**src/rtl/jtkiwi_pcm_mch.sv**
```systemverilog
// jtkiwi_pcm_mch: multi-voice table-driven PCM player sharing one 8-bit ROM port
module jtkiwi_pcm_mch #(
   parameter int CH = 2,
   parameter int AW = 16,
   parameter int IDW = 6,
   parameter logic [AW-1:0] TBL_BASE = 'h90,
   parameter int DIV = 3
) (
   input  logic              clk,
   input  logic              comb_rstn,
   input  logic              sample,
   input  logic [CH-1:0]     trig,
   input  logic [CH*IDW-1:0] idx,
   input  logic [CH-1:0]     loop,
   input  logic [CH-1:0]     stop,
   output logic [AW-1:0]     rom_addr,
   output logic              rom_cs,
   input  logic [7:0]        rom_data,
   input  logic              rom_ok,
   output logic [CH*8-1:0]   pcm,
   output logic [CH-1:0]     busy,
   output logic [CH-1:0]     done,
   output logic              ovr
);
   localparam int GW = CH > 1 ? $clog2(CH) : 1;
   typedef enum logic [1:0] {IDLE, LSB, MSB, PLAY} vst_e;
   typedef enum logic [1:0] {A_IDLE, A_REQ, A_WAIT} ast_e;
   vst_e          st_q[CH], st_d[CH];
   logic [AW-1:0] addr_q[CH], addr_d[CH], start_q[CH], start_d[CH];
   logic [7:0]    lsb_q[CH], lsb_d[CH], pcm_q[CH], pcm_d[CH];
   logic [CH-1:0] pend_q, pend_d, done_q, done_d, trig_l_q, trg;
   ast_e          arb_q, arb_d;
   logic [GW-1:0] gnt_q, gnt_d, sel;
   logic [AW-1:0] rom_addr_q, rom_addr_d;
   logic [3:0]    cnt_q, cnt_d;
   logic          any, fin, se;
   logic          kill_q, kill_d, rom_cs_q, rom_cs_d, ovr_q, ovr_d;
   logic          sample_l_q, tick_q, tick_d;

   assign se     = sample & ~sample_l_q;
   assign trg    = trig & ~trig_l_q;
   assign cnt_d  = se ? (cnt_q == 4'(DIV-1) ? 4'd0 : cnt_q + 4'd1) : cnt_q;
   assign tick_d = se && cnt_q == 4'(DIV-1);

   // kill marks an in-flight fetch whose voice was retriggered or stopped
   always_comb begin
      sel = '0;
      any = 1'b0;
      for (int c = CH-1; c >= 0; c--) if (pend_q[c]) begin
         sel = GW'(c);
         any = 1'b1;
      end
      arb_d      = arb_q;
      gnt_d      = gnt_q;
      rom_addr_d = rom_addr_q;
      rom_cs_d   = rom_cs_q;
      kill_d     = kill_q | trg[gnt_q] | stop[gnt_q];
      fin        = 1'b0;
      case (arb_q)
         A_IDLE: if (any) begin
            arb_d      = A_REQ;
            gnt_d      = sel;
            rom_addr_d = addr_q[sel];
            rom_cs_d   = 1'b1;
            kill_d     = trg[sel] | stop[sel];
         end
         A_REQ: arb_d = A_WAIT;
         default: if (rom_ok) begin
            arb_d    = A_IDLE;
            rom_cs_d = 1'b0;
            fin      = 1'b1;
         end
      endcase
   end

   always_comb begin
      ovr_d = ovr_q;
      for (int c = 0; c < CH; c++) begin
         st_d[c]    = st_q[c];
         addr_d[c]  = addr_q[c];
         start_d[c] = start_q[c];
         lsb_d[c]   = lsb_q[c];
         pcm_d[c]   = pcm_q[c];
         pend_d[c]  = pend_q[c];
         done_d[c]  = 1'b0;
         if (fin && !kill_d && gnt_q == GW'(c)) begin
            pend_d[c] = 1'b0;
            case (st_q[c])
               LSB: begin
                  lsb_d[c]  = rom_data;
                  addr_d[c] = addr_q[c] + 1'b1;
                  st_d[c]   = MSB;
               end
               MSB: begin
                  addr_d[c]  = AW'({rom_data, lsb_q[c]});
                  start_d[c] = AW'({rom_data, lsb_q[c]});
                  st_d[c]    = PLAY;
               end
               PLAY: begin
                  pcm_d[c]  = rom_data;
                  addr_d[c] = addr_q[c] + 1'b1;
                  if (rom_data == 8'd0 || addr_q[c] == '1) begin
                     addr_d[c] = loop[c] ? start_q[c] : addr_d[c];
                     st_d[c]   = loop[c] ? PLAY : IDLE;
                     done_d[c] = !loop[c];
                  end
               end
               default: ;
            endcase
         end
         if (stop[c]) begin
            st_d[c]   = IDLE;
            pend_d[c] = 1'b0;
            pcm_d[c]  = 8'd0;
         end else if (trg[c]) begin
            st_d[c]   = LSB;
            addr_d[c] = TBL_BASE + AW'({idx[c*IDW +: IDW], 1'b0});
            pend_d[c] = 1'b0;
         end else if (tick_q && st_d[c] != IDLE) begin
            ovr_d     = ovr_d | pend_d[c];
            pend_d[c] = 1'b1;
         end
      end
   end

   always_ff @(posedge clk or negedge comb_rstn)
      if (!comb_rstn) begin
         st_q       <= '{default: IDLE};
         addr_q     <= '{default: '0};
         start_q    <= '{default: '0};
         lsb_q      <= '{default: '0};
         pcm_q      <= '{default: '0};
         pend_q     <= '0;
         done_q     <= '0;
         trig_l_q   <= '0;
         arb_q      <= A_IDLE;
         gnt_q      <= '0;
         rom_addr_q <= '0;
         rom_cs_q   <= 1'b0;
         kill_q     <= 1'b0;
         ovr_q      <= 1'b0;
         cnt_q      <= '0;
         sample_l_q <= 1'b0;
         tick_q     <= 1'b0;
      end else begin
         st_q       <= st_d;
         addr_q     <= addr_d;
         start_q    <= start_d;
         lsb_q      <= lsb_d;
         pcm_q      <= pcm_d;
         pend_q     <= pend_d;
         done_q     <= done_d;
         trig_l_q   <= trig;
         arb_q      <= arb_d;
         gnt_q      <= gnt_d;
         rom_addr_q <= rom_addr_d;
         rom_cs_q   <= rom_cs_d;
         kill_q     <= kill_d;
         ovr_q      <= ovr_d;
         cnt_q      <= cnt_d;
         sample_l_q <= sample;
         tick_q     <= tick_d;
      end

   for (genvar i = 0; i < CH; i++) begin : g_out
      assign pcm[i*8 +: 8] = pcm_q[i];
      assign busy[i]       = st_q[i] != IDLE;
   end
   assign done     = done_q;
   assign rom_addr = rom_addr_q;
   assign rom_cs   = rom_cs_q;
   assign ovr      = ovr_q;
endmodule

```
**config.mk**
```make
export PLATFORM = sky130hd
export DESIGN_NAME = jtkiwi_pcm_mch
export DESIGN_NICKNAME = d
export VERILOG_FILES = /design/src/rtl/jtkiwi_pcm_mch.sv
export SDC_FILE = /design/constraint.sdc
export NUM_CORES = 1
export LEC_CHECK = 0
export CAP_MARGIN = 20
export CORE_MARGIN = 1.5
export CORE_UTILIZATION = 38
export DETAILED_ROUTE_END_ITERATION = 10
export SYNTH_ARGS = -nofsm -noshare
export SYNTH_HDL_FRONTEND = slang
export SYNTH_SLANG_ARGS = --single-unit
```
**constraint.sdc**
```tcl
create_clock -name clk -period 2.9 [get_ports clk]
set_input_delay 0.435 -clock clk [delete_from_list [all_inputs] [get_ports clk]]
set_output_delay 0.435 -clock clk [all_outputs]
set_load 0.05 [all_outputs]
```
==> flow_metrics.py, run 1 <==
metrics = {
    "place": {
        "gp_congestion": 0.913,
        "pre_cts_ws_ns": -0.0199,
        "post-dp-hpwl_um": 14700,
        "port_buffers": 67,
    },
    "floorplan": {
        "ioPinCount": 68,
        "dieWidth_um": 139,
        "rows": 49,
        "dieArea_mm2": 0.0193,
        "start_util_pct": 38.9,
        "coreArea_mm2": 0.0180,
        "die_h_um": 139,
    },
    "grt": {
        "grt_pass1_wl_um": 33100,
        "antenna_found_initial": 0,
        "grt_max_degree": 69,
        "grt_pass1_vias": 5858,
        "grtUsageTotal_pct": 22.2,
        "grt_overflow": 0,
    },
    "clock_tree": {
        "clk_latency_ns": 0.43,
        "cts_resized": 0,
        "htree_levels": 4,
        "cts_tree": "done",
        "cts.sinks": 134,
        "root_buffer": "clkbuf_16",
        "clk_pin_slew_worst_paths_ns": 0.06,
        "cts.path.max_buffers": 2,
        "cts_buffers": 17,
    },
    "synthesis": {
        "synth_cell_types": 69,
        "synth-seq-cells": 134,
        "synth_edf_count": 0,
        "synth_nets": 725,
        "seq_area_frac_synth_pct": 47.8,
        "synth_area_per_cell_um2": 10.2,
        "ys.flop_type": "dfrtp_1",
        "syn_inst": 689,
        "yosysWarnings": 0,
        "syn-cell-area_mm2": 0.00702,
        "async_flop_share_pct": 100,
    },
    "pwr": {
        "p_total_uw": 4900,
        "peakVddDrop_mv": 0.451,
        "p_leak_uw": 0.00372,
        "power.density_mw_per_mm2": 563,
    },
    "sta": {
        "slew_viol_final": 0,
        "fin_tns_setup_ns": 0,
        "relSlewSlack_pct": 52.2,
        "whs_ns": 0.482,
        "tightest_slew_ns": 0.716,
        "min_period_ns": 2.59,
        "rsz0062_at_grt": "false",
        "fmax_mhz": 386,
        "finalCritPeriodShare_pct": 89.4,
        "setup_ws_ns": 0.307,
        "setup_violations": 0,
        "hold_viol": 0,
        "finClkSkew_ns": 0.00945,
    },
    "setup_path": {
        "path_class": "flip-flop to primary output",
        "timing.rr.start": "addr_q[0]$_DFF_PN0_",
        "startpoint": "st_q[0]$_DFF_PN0_",
        "crit_required_ns": 2.47,
        "r2r_slack_ns": 0.44,
        "reg2reg_depth": 7,
        "crit_path_end_kind": "primary output",
        "crit_end": "busy[1]",
        "r2r_end": "addr_q[13]$_DFF_PN0_",
        "path_max_fanout": 17,
        "arrival_ns": 2.16,
        "worstSetupStartpointType": "flip-flop",
    },
    "detailed_routing": {
        "postRouteAntennaNets": 0,
        "routed_wl_um": 20600,
        "post_drt_wl_per_cell_um": 20.2,
        "drc": 0,
        "viasPerCell": 5.75,
        "dr_total_vias": 5887,
        "drtIter0Drc": 603,
        "firstDrtPassIters": 5,
    },
    "final_layout": {
        "fin_nets": 820,
        "layout_common_cells": "dfrtp_1 (134), nand2_1 (78), clkdlybuf4s50_1 (66)",
        "final_common_cell": "dfrtp_1",
        "seqCellArea_mm2": 0.00335,
        "drive_gt1_share_pct": 18.9,
        "area_growth_pct": 23.9,
        "antenna_cells": 0,
        "multi_input_area_mm2": 0.00346,
        "fillCellCount": 1709,
    },
    "flow_run": {
        "maxCapViolCount": 0,
    },
    "min_path": {
        "hold_class": "flip-flop to flip-flop",
    },
    "outcome": {
        "outcome": "completed",
    },
}
==> stage by stage <==
stage / util, % / cell area [um2] / instances
2_1_floorplan: - / 7020 / 689
3_3_place_gp: 45.3 / 8160 / 993
3_5_place_dp: 45.3 / 8160 / 993
4_1_cts: 48.3 / 8700 / 1023
5_1_grt: 48.3 / 8700 / 1023
6_report: 48.3 / 8700 / 1023
==> worst min-delay path by stage <==
| stage | start | endpoint | slack [ns] | cells past startpoint |
|---|---|---|---|---|
| final | rom_addr[7]$_DFFE_PN0P_ | rom_addr[7]$_DFFE_PN0P_ | 0.48 | 2 |
| after global routing | trig[1] | trig_l_q[1]$_DFF_PN0_ | 0.49 | 1 |
| after CTS | trig[1] | trig_l_q[1]$_DFF_PN0_ | 0.48 | 1 |
| after detailed placement | comb_rstn | sample_l_q$_DFF_PN0_ | 0.41 | 1 |
| after global placement | comb_rstn | sample_l_q$_DFF_PN0_ | 0.40 | 1 |
| after floorplan | comb_rstn | addr_q[0]$_DFF_PN0_ | 0.14 | 0 |
==> cell families after synthesis <==
family	Yosys count	synth area share (%)
AOI/OAI and AO/OA	152	14.3
xor gates and xnor gates	21	2.62
adders and majority gates	6	1.07
buffers and inverters	45	3.01
DFF	134	47.8
muxes	80	12.5
and+or+nand+nor	251	18.7
==> sequential cells by signal (all words and copies together), names as in the netlist <==
signal / cells
addr_q: 32
start_q: 32
lsb_q: 16
pcm: 16
rom_addr: 16
cnt_q: 4
st_q: 4
arb_q: 2
done: 2
pend_q: 2
trig_l_q: 2
gnt_q: 1
kill_q: 1
ovr: 1
rom_cs: 1
sample_l_q: 1
tick_q: 1
==> critical path, cell delays in order (launching register included) <==
cell and delay [ns]:
dfrtp_1 0.67, or2_2 0.25, clkdlybuf4s50_1 0.81
==> final cells by class <==
type,instances,share of cell area [%]
inverters,9,0.388
flip-flops and latches,134,38.5
clock buffers,24,5.54
well taps,229,3.29
multi-input cells,510,39.8
repair buffers,112,11.9
clock inverters,5,0.575
==> Yosys cell counts (4+ instances only) <==
master	count	area, um2
o211ai_1	4	30.0
a221oi_1	9	78.8
ha_1	6	75.1
nand2_1	78	293
clkbuf_1	22	82.6
nor2_1	28	105
o21ai_0	42	210
mux2i_1	20	200
nor3_1	10	50.1
mux2_2	60	676
a21oi_1	31	155
inv_1	9	33.8
nand4_1	13	81.3
nand3_1	26	130
xnor2_1	13	114
o22ai_1	6	37.5
nor2b_1	19	119
and4_1	4	35.0
o2111ai_1	4	35.0
and3_1	6	37.5
a31oi_1	13	81.3
nand2b_1	14	87.6
a211oi_1	8	60.1
dfrtp_1	134	3350
and2_1	8	50.1
buf_2	7	35.0
or3_1	13	81.3
xor2_1	8	70.1
nor4_1	8	50.1
==> report_power, final <==
group | switching, uW | internal [uW] | total (uW)
sequential | 156 | 2000 | 2160
clock | 767 | 1220 | 1990
combinational | 465 | 285 | 750
==> repair_timing <==
action / 4_1_cts / 5_1_grt
hold endpoints to repair: 31 / 0
hold buffers: 1 / 0
buffers inserted: 0 / 0
==> routing by layer <==
metal / share of wire, % / track usage (%) / up-vias
li1: - / - / 2726
met3: 5.6 / 4.77 / 33
met4: 2.5 / 7.79 / 0
met1: 48 / 32.9 / 2921
met5: 0 / 0 / -
met2: 44 / 31.9 / 207
Note: power is estimated with default switching activity, not from simulation.
==> inputs of run 2 (changes only) <==
--- a/config.mk
+++ b/config.mk
@@ -6,9 +6,10 @@
 export NUM_CORES = 1
 export LEC_CHECK = 0
 export CAP_MARGIN = 20
-export CORE_MARGIN = 1.5
 export CORE_UTILIZATION = 38
 export DETAILED_ROUTE_END_ITERATION = 10
+export DONT_BUFFER_PORTS = 1
+export HOLD_SLACK_MARGIN = 0.05
 export SYNTH_ARGS = -nofsm -noshare
 export SYNTH_HDL_FRONTEND = slang
 export SYNTH_SLANG_ARGS = --single-unit
==> flow_metrics.py, run 2 (same netlist as run 1, synthesis figures left out) <==
metrics = {
    "clock_tree": {
        "root_buffer": "clkbuf_16",
        "cts.path.max_buffers": 2,
        "hold_buffers": 3,
        "cts_buffers": 17,
        "cts_tree": "done",
        "htree_levels": 4,
        "postCtsSetupRepairBufs": 0,
        "clk_pin_slew_worst_paths_ns": 0.06,
        "clk_latency_ns": 0.43,
        "cts.sinks": 134,
    },
    "detailed_routing": {
        "post_drt_wl_per_cell_um": 21.6,
        "postRouteAntennaNets": 0,
        "viasPerCell": 5.95,
        "drtIter0Drc": 564,
        "routed_wl_um": 20200,
        "drc": 0,
        "dr_total_vias": 5562,
        "firstDrtPassIters": 5,
    },
    "final_layout": {
        "top_regs": "addr_q x32, start_q x32",
        "layout_common_cells": "dfrtp_1 (134), nand2_1 (78), mux2_2 (60)",
        "final_common_cell": "dfrtp_1",
        "area_growth_pct": 12.7,
        "finalInstanceArea_mm2": 0.00791,
        "seqCellArea_mm2": 0.00335,
        "multi_input_area_mm2": 0.00347,
        "fillCellCount": 1721,
        "drive_gt1_share_pct": 18.6,
        "antenna_cells": 0,
        "fin_nets": 729,
    },
    "setup_path": {
        "crit_required_ns": 3.21,
        "worstSetupStartpointType": "flip-flop",
        "crit_path_end_kind": "flip-flop",
        "path_class": "flip-flop to flip-flop",
        "path_max_fanout": 7,
        "arrival_ns": 3.06,
    },
    "floorplan": {
        "die_h_um": 138,
        "rows": 49,
        "dieArea_mm2": 0.0190,
        "ioPinCount": 68,
        "dieWidth_um": 138,
        "start_util_pct": 38.9,
        "coreArea_mm2": 0.0180,
    },
    "sta": {
        "relSlewSlack_pct": 52.0,
        "finClkSkew_ns": 0.00902,
        "fin_tns_setup_ns": 0,
        "rsz0062_at_grt": "false",
        "min_period_ns": 2.75,
        "fmax_mhz": 364,
        "setup_violations": 0,
        "finalCritPeriodShare_pct": 94.7,
        "hold_viol": 134,
        "tightest_slew_ns": 0.720,
        "slew_viol_final": 0,
        "whs_ns": -0.291,
    },
    "grt": {
        "grtUsageTotal_pct": 22.4,
        "antenna_found_initial": 0,
        "grt_pass1_vias": 5453,
        "grt_pass1_wl_um": 31500,
        "grt_max_degree": 135,
        "grt_overflow": 0,
    },
    "outcome": {
        "outcome": "complete, but fails checks",
        "violations": "hold timing",
    },
    "pwr": {
        "power.density_mw_per_mm2": 618,
        "p_leak_uw": 0.00337,
        "peakVddDrop_mv": 0.415,
    },
    "place": {
        "gp_congestion": 0.881,
        "post-dp-hpwl_um": 14000,
        "port_buffers": 0,
        "placed_cell_area_mm2": 0.00727,
    },
    "flow_run": {
        "maxCapViolCount": 0,
    },
    "min_path": {
        "hold_class": "input pin to async pin",
    },
}
==> run 2: metal layers <==
metal,track usage [%],part of all wire [%]
met2,33.2,46
met1,32.0,44
met3,5.56,8.5
met4,7.00,1.4
met5,0,0
==> run 2: layout make-up <==
| cell class | instances | area share [%] |
|---|---|---|
| Clock inverter | 15 | 2.26 |
| Clock buffer | 17 | 5.38 |
| Tap cell | 229 | 3.62 |
| Multi-Input combinational cell | 510 | 43.8 |
| Timing Repair Buffer | 21 | 2.09 |
| Inverter | 9 | 0.427 |
| Sequential cell | 134 | 42.4 |
==> run 2: timing repair <==
| item | in CTS | in global routing |
|---|---|---|
| setup endpoints to repair | 0 | 9 |
| endpoints found under the hold margin | 137 | 134 |
| resized for setup | 0 | 1 |
==> run 2: path summary, 6_finish.rpt <==
check,from,end,slack [ns],cells after the start
max reg2reg,addr_q[0]$_DFF_PN0_,addr_q[13]$_DFF_PN0_,0.15,7
max in group asynchronous,comb_rstn,ovr$_DFF_PN0_,2.95,0
min reg2reg,cnt_q[3]$_DFFE_PN0P_,cnt_q[3]$_DFFE_PN0P_,0.50,1
max,addr_q[0]$_DFF_PN0_,addr_q[13]$_DFF_PN0_,0.15,7
min in group clk,stop[1],st_q[0]$_DFF_PN0_,0.08,1
min,comb_rstn,addr_q[23]$_DFF_PN0_,-0.29,0
==> run 2: worst max-delay path, cell delays in order (launching register included) <==
cell     delay (ns)
dfrtp_1        0.52
ha_1           0.26
nand3_1        0.28
or4_4          0.67
o21ai_0        0.30
nor4_1         0.09
a311o_1        0.32
a32o_1         0.20
==> run 2: power breakdown <==
| group | internal (uW) | switching, uW |
|---|---|---|
| combinational | 153 | 197 |
| sequential | 1990 | 329 |
| clock | 1350 | 858 |
==> run 2: per-stage QoR <==
step	total power, uW	cells	hold slack, ns	worst slack (ns)	utilization [%]
after global placement	2680	900	0.145	0.161	40.3
after detailed placement	2700	900	0.143	0.144	40.3
after floorplan	2580	689	0.139	0.543	-
after global routing	5070	935	-0.309	0.0244	43.9
after CTS	4930	935	-0.315	0.126	43.9
final	4890	935	-0.291	0.154	43.9
